`config.mk`:
```
export PLATFORM = sky130hd
export DESIGN_NAME = lsu_mem_arbiter_flat
export DESIGN_NICKNAME = d
export VERILOG_FILES = /design/src/rtl/lsu_arb_pkg.sv /design/src/rtl/lsu_mem_arbiter_if.sv /design/src/rtl/lsu_arb_grant.sv /design/src/rtl/lsu_mem_arbiter.sv /design/src/flat_wrapper.sv
export SDC_FILE = /design/constraint.sdc
export NUM_CORES = 1
export LEC_CHECK = 0
export BUFFER_PORTS_ARGS = -buffer_cell sky130_fd_sc_hd__buf_2
export CAP_MARGIN = 40
export CORE_MARGIN = 8
export CORE_UTILIZATION = 25
export DETAILED_ROUTE_END_ITERATION = 10
export PLACE_DENSITY = 0.55
export SYNTH_ARGS = -nofsm -noshare
export SYNTH_HDL_FRONTEND = slang
export SYNTH_SLANG_ARGS = --single-unit
```
`constraint.sdc`:
```
create_clock -name i_clk -period 3.4 [get_ports i_clk]
set_input_delay 0.51 -clock i_clk [delete_from_list [all_inputs] [get_ports i_clk]]
set_output_delay 0.51 -clock i_clk [all_outputs]
set_load 0.01 [all_outputs]
```
`src/rtl/lsu_arb_pkg.sv`:
```
// Shared types and constants for the LSU data-memory arbiter.
package lsu_arb_pkg;

  typedef enum logic [1:0] {
    ARB   = 2'd0,
    LOCK0 = 2'd1,
    LOCK1 = 2'd2
  } arb_state_e;

  typedef enum logic {
    M0 = 1'b0,
    M1 = 1'b1
  } mst_id_e;

  // Data memory window served by this arbiter.
  localparam logic [31:0] MEM_BASE = 32'h0000_2000;
  localparam logic [31:0] MEM_LAST = 32'h0000_3FFF;

endpackage

```
`src/rtl/lsu_mem_arbiter_if.sv`:
```
// One requester channel into the arbiter: request fields out of the master,
// grant and read return back into it.
interface lsu_mem_arbiter_if #(
  parameter int AW = 32,
  parameter int DW = 32
);
  logic          req;
  logic          wren;
  logic [AW-1:0] addr;
  logic [DW-1:0] wdata;
  logic [3:0]    be;
  logic          lock;
  logic          gnt;
  logic          rvalid;
  logic [DW-1:0] rdata;

  modport master (output req, wren, addr, wdata, be, lock,
                  input  gnt, rvalid, rdata);
  modport slave  (input  req, wren, addr, wdata, be, lock,
                  output gnt, rvalid, rdata);
endinterface

```
`src/rtl/lsu_arb_grant.sv`:
```
// Combinational grant select: fixed priority to m0, lock ownership, and an
// aged m1 request overriding m0 once while arbitrating freely.
module lsu_arb_grant
  import lsu_arb_pkg::*;
(
  input  arb_state_e i_state,
  input  logic       i_req0,
  input  logic       i_req1,
  input  logic       i_aged,
  output logic       o_gnt0,
  output logic       o_gnt1
);

  // Pick at most one winner; a locked owner excludes the other master.
  always_comb begin
    o_gnt0 = 1'b0;
    o_gnt1 = 1'b0;
    case (i_state)
      ARB: begin
        if (i_aged && i_req1) o_gnt1 = 1'b1;
        else if (i_req0)      o_gnt0 = 1'b1;
        else if (i_req1)      o_gnt1 = 1'b1;
      end
      LOCK0:   o_gnt0 = i_req0;
      LOCK1:   o_gnt1 = i_req1;
      default: ;
    endcase
  end

endmodule

```
`src/rtl/lsu_mem_arbiter.sv`:
```
// Two-master arbiter for the single-port data memory (0x2000-0x3FFF).
// m0 = CPU LSU (priority), m1 = DMA/debug loader. Lock keeps ownership across
// atomic sequences; read data returns one cycle after the granted load.
// Optional m1 aging: define LSU_ARB_AGING_EN.
module lsu_mem_arbiter
  import lsu_arb_pkg::*;
#(
  parameter int AW       = 32,
  parameter int DW       = 32,
  parameter int MAX_WAIT = 8
) (
  input  logic          i_clk,
  input  logic          i_rst,
  lsu_mem_arbiter_if.slave m0,
  lsu_mem_arbiter_if.slave m1,
  output logic          o_mem_req,
  output logic          o_mem_wren,
  output logic [AW-1:0] o_mem_addr,
  output logic [DW-1:0] o_mem_wdata,
  output logic [3:0]    o_mem_be,
  input  logic [DW-1:0] i_mem_rdata
);

  arb_state_e    r_state;
  logic          r_rd_vld;
  mst_id_e       r_rd_owner;
  logic [DW-1:0] r_rdata0;
  logic [DW-1:0] r_rdata1;
  logic          w_gnt0;
  logic          w_gnt1;
  logic          w_aged;

`ifdef LSU_ARB_AGING_EN
  localparam int CW = $clog2(MAX_WAIT + 1);
  logic [CW-1:0] r_age_cnt;

  // Count cycles m1 loses free arbitration; saturate, clear when served.
  always_ff @(posedge i_clk or negedge i_rst) begin
    if (!i_rst)                                                  r_age_cnt <= '0;
    else if (w_gnt1)                                             r_age_cnt <= '0;
    else if (r_state == ARB && m1.req && r_age_cnt != CW'(MAX_WAIT)) r_age_cnt <= r_age_cnt + 1'b1;
  end

  assign w_aged = (r_age_cnt == CW'(MAX_WAIT));
`else
  assign w_aged = 1'b0;
`endif

  lsu_arb_grant u_grant (
    .i_state (r_state),
    .i_req0  (m0.req),
    .i_req1  (m1.req),
    .i_aged  (w_aged),
    .o_gnt0  (w_gnt0),
    .o_gnt1  (w_gnt1)
  );

  assign m0.gnt = w_gnt0;
  assign m1.gnt = w_gnt1;

  // Lock tracking: enter on a granted locked access, leave once the owner
  // presents lock=0, whether it is accessing or idle.
  always_ff @(posedge i_clk or negedge i_rst) begin
    if (!i_rst) begin
      r_state <= ARB;
    end else begin
      case (r_state)
        ARB: begin
          if (w_gnt0 && m0.lock)      r_state <= LOCK0;
          else if (w_gnt1 && m1.lock) r_state <= LOCK1;
        end
        LOCK0:   if (!m0.lock) r_state <= ARB;
        LOCK1:   if (!m1.lock) r_state <= ARB;
        default: r_state <= ARB;
      endcase
    end
  end

  // Remember who issued the load so next cycle's memory data goes to them.
  always_ff @(posedge i_clk or negedge i_rst) begin
    if (!i_rst) begin
      r_rd_vld   <= 1'b0;
      r_rd_owner <= M0;
    end else begin
      r_rd_vld   <= (w_gnt0 && !m0.wren) || (w_gnt1 && !m1.wren);
      r_rd_owner <= w_gnt1 ? M1 : M0;
    end
  end

  // Hold the last returned word per master so rdata is stable between returns.
  always_ff @(posedge i_clk or negedge i_rst) begin
    if (!i_rst) begin
      r_rdata0 <= '0;
      r_rdata1 <= '0;
    end else if (r_rd_vld) begin
      if (r_rd_owner == M0) r_rdata0 <= i_mem_rdata;
      else                  r_rdata1 <= i_mem_rdata;
    end
  end

  assign m0.rvalid = r_rd_vld && (r_rd_owner == M0);
  assign m1.rvalid = r_rd_vld && (r_rd_owner == M1);
  assign m0.rdata  = m0.rvalid ? i_mem_rdata : r_rdata0;
  assign m1.rdata  = m1.rvalid ? i_mem_rdata : r_rdata1;

  // Steer the winner's fields to memory; quiet bus when nobody is granted.
  always_comb begin
    o_mem_req   = w_gnt0 | w_gnt1;
    o_mem_wren  = 1'b0;
    o_mem_addr  = '0;
    o_mem_wdata = '0;
    o_mem_be    = '0;
    if (w_gnt0) begin
      o_mem_wren  = m0.wren;
      o_mem_addr  = m0.addr;
      o_mem_wdata = m0.wdata;
      o_mem_be    = m0.be;
    end else if (w_gnt1) begin
      o_mem_wren  = m1.wren;
      o_mem_addr  = m1.addr;
      o_mem_wdata = m1.wdata;
      o_mem_be    = m1.be;
    end
  end

endmodule
```
`src/flat_wrapper.sv`:
```
// flat-port wrapper written by rule: the top's interface ports become plain ports
module lsu_mem_arbiter_flat import lsu_arb_pkg::*;
#(
  parameter int AW       = 32,
  parameter int DW       = 32,
  parameter int MAX_WAIT = 8
)
  (i_clk, i_rst, o_mem_req, o_mem_wren, o_mem_addr, o_mem_wdata, o_mem_be, i_mem_rdata, m0_req, m0_wren, m0_addr, m0_wdata, m0_be, m0_lock, m0_gnt, m0_rvalid, m0_rdata, m1_req, m1_wren, m1_addr, m1_wdata, m1_be, m1_lock, m1_gnt, m1_rvalid, m1_rdata);
  lsu_mem_arbiter_if #(.AW(AW), .DW(DW)) m0_i ();
  lsu_mem_arbiter_if #(.AW(AW), .DW(DW)) m1_i ();
  input  logic i_clk;
  input  logic i_rst;
  output logic o_mem_req;
  output logic o_mem_wren;
  output logic [AW-1:0] o_mem_addr;
  output logic [DW-1:0] o_mem_wdata;
  output logic [3:0] o_mem_be;
  input  logic [DW-1:0] i_mem_rdata;
  input wire logic [$bits(m0_i.req)-1:0] m0_req;
  input wire logic [$bits(m0_i.wren)-1:0] m0_wren;
  input wire logic [$bits(m0_i.addr)-1:0] m0_addr;
  input wire logic [$bits(m0_i.wdata)-1:0] m0_wdata;
  input wire logic [$bits(m0_i.be)-1:0] m0_be;
  input wire logic [$bits(m0_i.lock)-1:0] m0_lock;
  output wire logic [$bits(m0_i.gnt)-1:0] m0_gnt;
  output wire logic [$bits(m0_i.rvalid)-1:0] m0_rvalid;
  output wire logic [$bits(m0_i.rdata)-1:0] m0_rdata;
  input wire logic [$bits(m1_i.req)-1:0] m1_req;
  input wire logic [$bits(m1_i.wren)-1:0] m1_wren;
  input wire logic [$bits(m1_i.addr)-1:0] m1_addr;
  input wire logic [$bits(m1_i.wdata)-1:0] m1_wdata;
  input wire logic [$bits(m1_i.be)-1:0] m1_be;
  input wire logic [$bits(m1_i.lock)-1:0] m1_lock;
  output wire logic [$bits(m1_i.gnt)-1:0] m1_gnt;
  output wire logic [$bits(m1_i.rvalid)-1:0] m1_rvalid;
  output wire logic [$bits(m1_i.rdata)-1:0] m1_rdata;
  assign m0_i.req = m0_req;
  assign m0_i.wren = m0_wren;
  assign m0_i.addr = m0_addr;
  assign m0_i.wdata = m0_wdata;
  assign m0_i.be = m0_be;
  assign m0_i.lock = m0_lock;
  assign m0_gnt = m0_i.gnt;
  assign m0_rvalid = m0_i.rvalid;
  assign m0_rdata = m0_i.rdata;
  assign m1_i.req = m1_req;
  assign m1_i.wren = m1_wren;
  assign m1_i.addr = m1_addr;
  assign m1_i.wdata = m1_wdata;
  assign m1_i.be = m1_be;
  assign m1_i.lock = m1_lock;
  assign m1_gnt = m1_i.gnt;
  assign m1_rvalid = m1_i.rvalid;
  assign m1_rdata = m1_i.rdata;
  lsu_mem_arbiter #(.AW(AW), .DW(DW), .MAX_WAIT(MAX_WAIT)) u_core (.i_clk(i_clk), .i_rst(i_rst), .m0(m0_i), .m1(m1_i), .o_mem_req(o_mem_req), .o_mem_wren(o_mem_wren), .o_mem_addr(o_mem_addr), .o_mem_wdata(o_mem_wdata), .o_mem_be(o_mem_be), .i_mem_rdata(i_mem_rdata));
endmodule
```
# After elaboration in Yosys (flattened, before gate mapping)
# Cells that the tools add are included.
# classes
add_sub_neg	0
n_mul	0
div_mod_pow	0
order_cmp	0
eq_ne	5
shifts	0
muxes	21
bitwise	2
reduce_logical	13
# op_table
cell	n
$mux 32	6
$mux 2	4
$mux 4	2
$logic_and 1x1->1	6
$mux 1	6
$pmux 2 s3	1
$ne 2x2->1 const B	2
$pmux 1 s2	2
$reduce_and 2->1	2
$ne 3x1->1 const B	1
$reduce_and 3->1	1
$eq 2x1->1 const B	1
$eq 2x2->1 const B	1
$logic_not 1->1	2
$logic_not 2->1	1
$logic_or 1x1->1	1
$not 1->1	1
$or 1x1->1	1
# totals
reg_bits	68
latchBits	0
mem_bits_rw	0
romBits	0
in_bits	176
memories	0

# Longest topological paths before layout
# logic_depth
word_depth	7
ltp_mapped	5

# Cells and area by module
# A second synthesis with hierarchy kept.
# hier_totals
cells_unflattened	246
area_unflattened_um2	3452.1
# modules_own_cells
mod	instances	cells_each	area_per_inst_um2	seq_area_each_um2
lsu_mem_arbiter	1	242	3419.5	1701.6
lsu_arb_grant	1	4	32.5	0.0

# Worst setup path before layout
# Ideal clock, no wire load.
# synth_path
path_kind	input-to-output
start	input m1_req
end	output o_mem_be[0]
t_arrival_ns	1.229
setup_slack_ns	1.661
path_stages	5
cell_sequence	nor2b_1 > buf_6 > buf_6 > buf_6 > a31o_1
# synth_via
elab_chain_cells	5
# synth_rtl
element	line	text
start, declared	flat_wrapper.sv:28	input wire logic [$bits(m1_i.req)-1:0] m1_req;
$mux 1	lsu_arb_grant.sv:22	else if (i_req1) o_gnt1 = 1'b1;
$mux 1	lsu_arb_grant.sv:21	else if (i_req0) o_gnt0 = 1'b1;
$pmux 1 s2 *	lsu_arb_grant.sv:18	case (i_state)
$mux 4 *	lsu_mem_arbiter.sv:118	end else if (w_gnt1) begin
$mux 4 *	lsu_mem_arbiter.sv:113	if (w_gnt0) begin
end, declared	flat_wrapper.sv:17	output logic [3:0] o_mem_be;
# Mark *: on every way between the ends. The rest lies on a longest branch, timed or not.

# Worst setup path in the final report
# layout_path
start	register u_core.r_state[0]
end	output o_mem_addr[3]
# layout_via
elab_chain_cells	4
elab_cells_between_ends	7
# layout_rtl
element	line	text
start, declared	lsu_mem_arbiter.sv:24	arb_state_e r_state;
start signal, assigned	lsu_mem_arbiter.sv:65	r_state <= ARB;
start signal, assigned	lsu_mem_arbiter.sv:69	if (w_gnt0 && m0.lock) r_state <= LOCK0;
start signal, assigned	lsu_mem_arbiter.sv:70	else if (w_gnt1 && m1.lock) r_state <= LOCK1;
$eq 2x2->1 or $logic_not 2->1 (tied branches)	lsu_arb_grant.sv:18	
$pmux 1 s2	lsu_arb_grant.sv:18	
$mux 32	lsu_mem_arbiter.sv:118	
$mux 32 *	lsu_mem_arbiter.sv:113	
end, declared	flat_wrapper.sv:15	output logic [AW-1:0] o_mem_addr;
# Marked as above.

==> flow_summary.toml <==
[placement]
place_congestion = 0.898
hpwl_mm = 13.4
port_buffers = 313

[power]
power.total_mw = 3.09
p_leak_nw = 3.21
p_per_area_nw_per_um2 = 515
vdd_drop_max_mv = 0.286

[layout]
nets = 794
drive_gt1_share_pct = 64.7
seq_area_um2 = 1700
fillerInstances = 1597
syn_to_final_growth_pct = 48.1
antenna_cells = 0
multi_input_area_um2 = 2070

[timing]
max_freq_ghz = 0.400
setup_tns_ns = 0
finalCritPeriodShare_pct = 73.5
rsz0062_at_grt = "no"
period_needed_ns = 2.50
fin_skew_ns = 0.00255
worst_pin_slew_ns = 0.860
slew_headroom_pct = 42.6
hold_viol_final = 0
setup_viol = 0
drv_slew = 0

[detailed_routing]
ant_nets = 0
drcViolationCount = 0
firstDrtPassIters = 4
num_vias = 3903
vias_per_cell = 4.65
wl_per_cell_um = 19.9
drt_iter0_markers = 97
routed_wirelength_mm = 16.7

[floorplanning]
die_w_um = 143
coreArea_um2 = 15800
initial_core_util_pct = 25.5
ios = 314
rows = 46
die_h_um = 143
dieArea_um2 = 20500

[critical_path]
ff2ff_setup_slack_ns = 1.92
critical_path.max_fanout = 43
worst_setup_path_end_kind = "output port"
arrival_ns = 1.99
worstPathCellList = "nor2b_4 -> buf_12 -> a31o_1 -> buf_2"
critPathMaxStageDelay_ns = 0.55
worst-path-buf-inv = 2
critPathKind = "reg2out"
path_delay_family = "simple AND/OR/NAND/NOR gates"
critPathLaunchType = "flip-flop"
required_ns = 2.89
slowest_stage = "nor2b_4"

[cts]
insertion_delay_ns = 0.32
cts_inserted_buffers = 9
cts_tree = "built"
post-cts-setup-buffer-count = 0
postCtsHoldBufs = 0
clock-root-buffer = "clkbuf_16"
cts.sinks = 68
cts-resized-gates = 0
clk_pin_slew_ns = 0.05
cts_max_path_buffers = 2
htree_levels = 3

[logic_synthesis]
yosysWarningCount = 0
yosysTopAreaCell = "dfrtp_1"
ys_seq_elements = 68
synth_seq_area_share_pct = 42.1
synth_area_um2 = 4040
yosys.cell_types.count = 19
synth_area_leaders = "dfrtp_1 42%, mux2_2 15%, a31o_1 15%"
postSynthAreaPerCell_um2 = 12.4
synth_top_area_share_pct = 42.1
syn_inst = 325
syn_nets = 501

[outcome]
outcome = "finished clean"

[global_routing]
antenna_found_initial = 4
grt_pass1_vias = 4227
grt_max_degree = 73
grt_pass1_wl_mm = 24.2
gr-total-overflow = 0
grt.total_usage_pct = 15.3

[flow_run]
drv_cap = 0

[worst_hold_path]
min_path_type = "in2async"
## synth_stat cells
| library cell | count |
|---|---|
| mux2_4 | 9 |
| o211a_1 | 1 |
| a31o_1 | 69 |
| buf_2 | 10 |
| nor3b_1 | 1 |
| nor2_1 | 2 |
| nand2b_1 | 1 |
| inv_2 | 1 |
| clkbuf_1 | 13 |
| o31ai_1 | 1 |
| or3b_1 | 1 |
| nand2b_4 | 1 |
| mux2_2 | 55 |
| dfrtp_1 | 68 |
| nand2_1 | 2 |
| buf_6 | 16 |
| and3b_1 | 69 |
| nor2b_1 | 3 |
| inv_1 | 2 |
## through the flow
stage	utilization (%)	instance area, um2	setup WS, ns	hold slack (ns)	instances
3_3_place_gp	35.9	5680	1.02	0.474	822
5_1_grt	37.8	5990	0.805	0.418	839
6_report	37.8	5990	0.901	0.384	839
4_1_cts	37.8	5990	0.882	0.415	839
3_5_place_dp	36.0	5700	1.05	0.477	823
2_1_floorplan	-	4040	1.66	0.214	325
## metal layers
metal / up-vias / GRT usage [%] / wire, um / share of wire (%)
li1: 1815 / - / - / -
met1: 1856 / 16.0 / 6130 / 37
met2: 202 / 27.1 / 8410 / 50
met3: 26 / 6.64 / 1870 / 11
met4: 4 / 4.53 / 255 / 1.5
met5: - / 0 / 21 / 0.13
## kinds of logic (layout without fill, tap and decap cells)
family	count (synthesis)	count (layout)	share of synthesized area [%]
and+or+nand+nor	80	80	16.7
muxes	64	64	18.7
buffers and inverters	42	340	7.18
AOI/OAI and AO/OA	71	71	15.4
DFF	68	68	42.1
## flip-flops by register name (all words and copies together), names as in the netlist
name	cells
u_core.r_state	2
u_core.r_rd_vld	1
u_core.r_rdata1	32
u_core.r_rd_owner	1
u_core.r_rdata0	32
## cells in the final DEF, fill, tap and decap left out
cell        Yosys  final
nand2b_1        1      1
nand2b_4        1      1
or3b_1          1      1
buf_2          10    313
nor2_1          2      2
bufinv_16       0      1
mux2_4          9      9
o31ai_1         1      1
o211a_1         1      1
and3b_1        69     69
inv_2           1      1
nor3b_1         1      1
a31o_1         69     69
clkbuf_16       0      9
buf_12          0      2
clkinvlp_4      0      1
mux2_2         55     55
inv_1           2      2
clkbuf_1       13      2
nor2b_4         0      2
nand2_1         2      2
dfrtp_1        68     68
buf_4           0      6
clkinv_2        0      3
nor2b_1         3      1
## power by group
group / leakage [nW] / total, mW / switching, mW / internal (mW)
Sequential: 0.800 / 1.07 / 0.0543 / 1.02
Combinational: 2.27 / 1.12 / 0.576 / 0.545
Clock: 0.139 / 0.891 / 0.328 / 0.563
Total: 3.21 / 3.09 / 0.958 / 2.13
## final timing paths
kind,to,start,cells past startpoint
max,o_mem_addr[3],u_core.r_state[0]$_DFFE_PN0P_,4
min,u_core.r_rdata0[9]$_DFFE_PN0P_,i_rst,2
max reg2reg,u_core.r_rd_vld$_DFF_PN0_,u_core.r_state[1]$_DFFE_PN0P_,3
min reg2reg,u_core.r_rdata1[9]$_DFFE_PN0P_,u_core.r_rdata1[9]$_DFFE_PN0P_,1
max in group asynchronous,u_core.r_rdata0[21]$_DFFE_PN0P_,i_rst,2
min in group i_clk,u_core.r_rd_vld$_DFF_PN0_,m1_wren,2
## layout make-up
| cell class | count | area share [%] |
|---|---|---|
| multi-input combinational | 215 | 34.5 |
| sequential | 68 | 28.4 |
| timing repair buffer | 321 | 27.6 |
| tap | 216 | 4.52 |
| clock buffer | 11 | 3.89 |
| clock inverter | 5 | 0.878 |
| inverter | 3 | 0.188 |
Power figures use the tool's default switching activity.
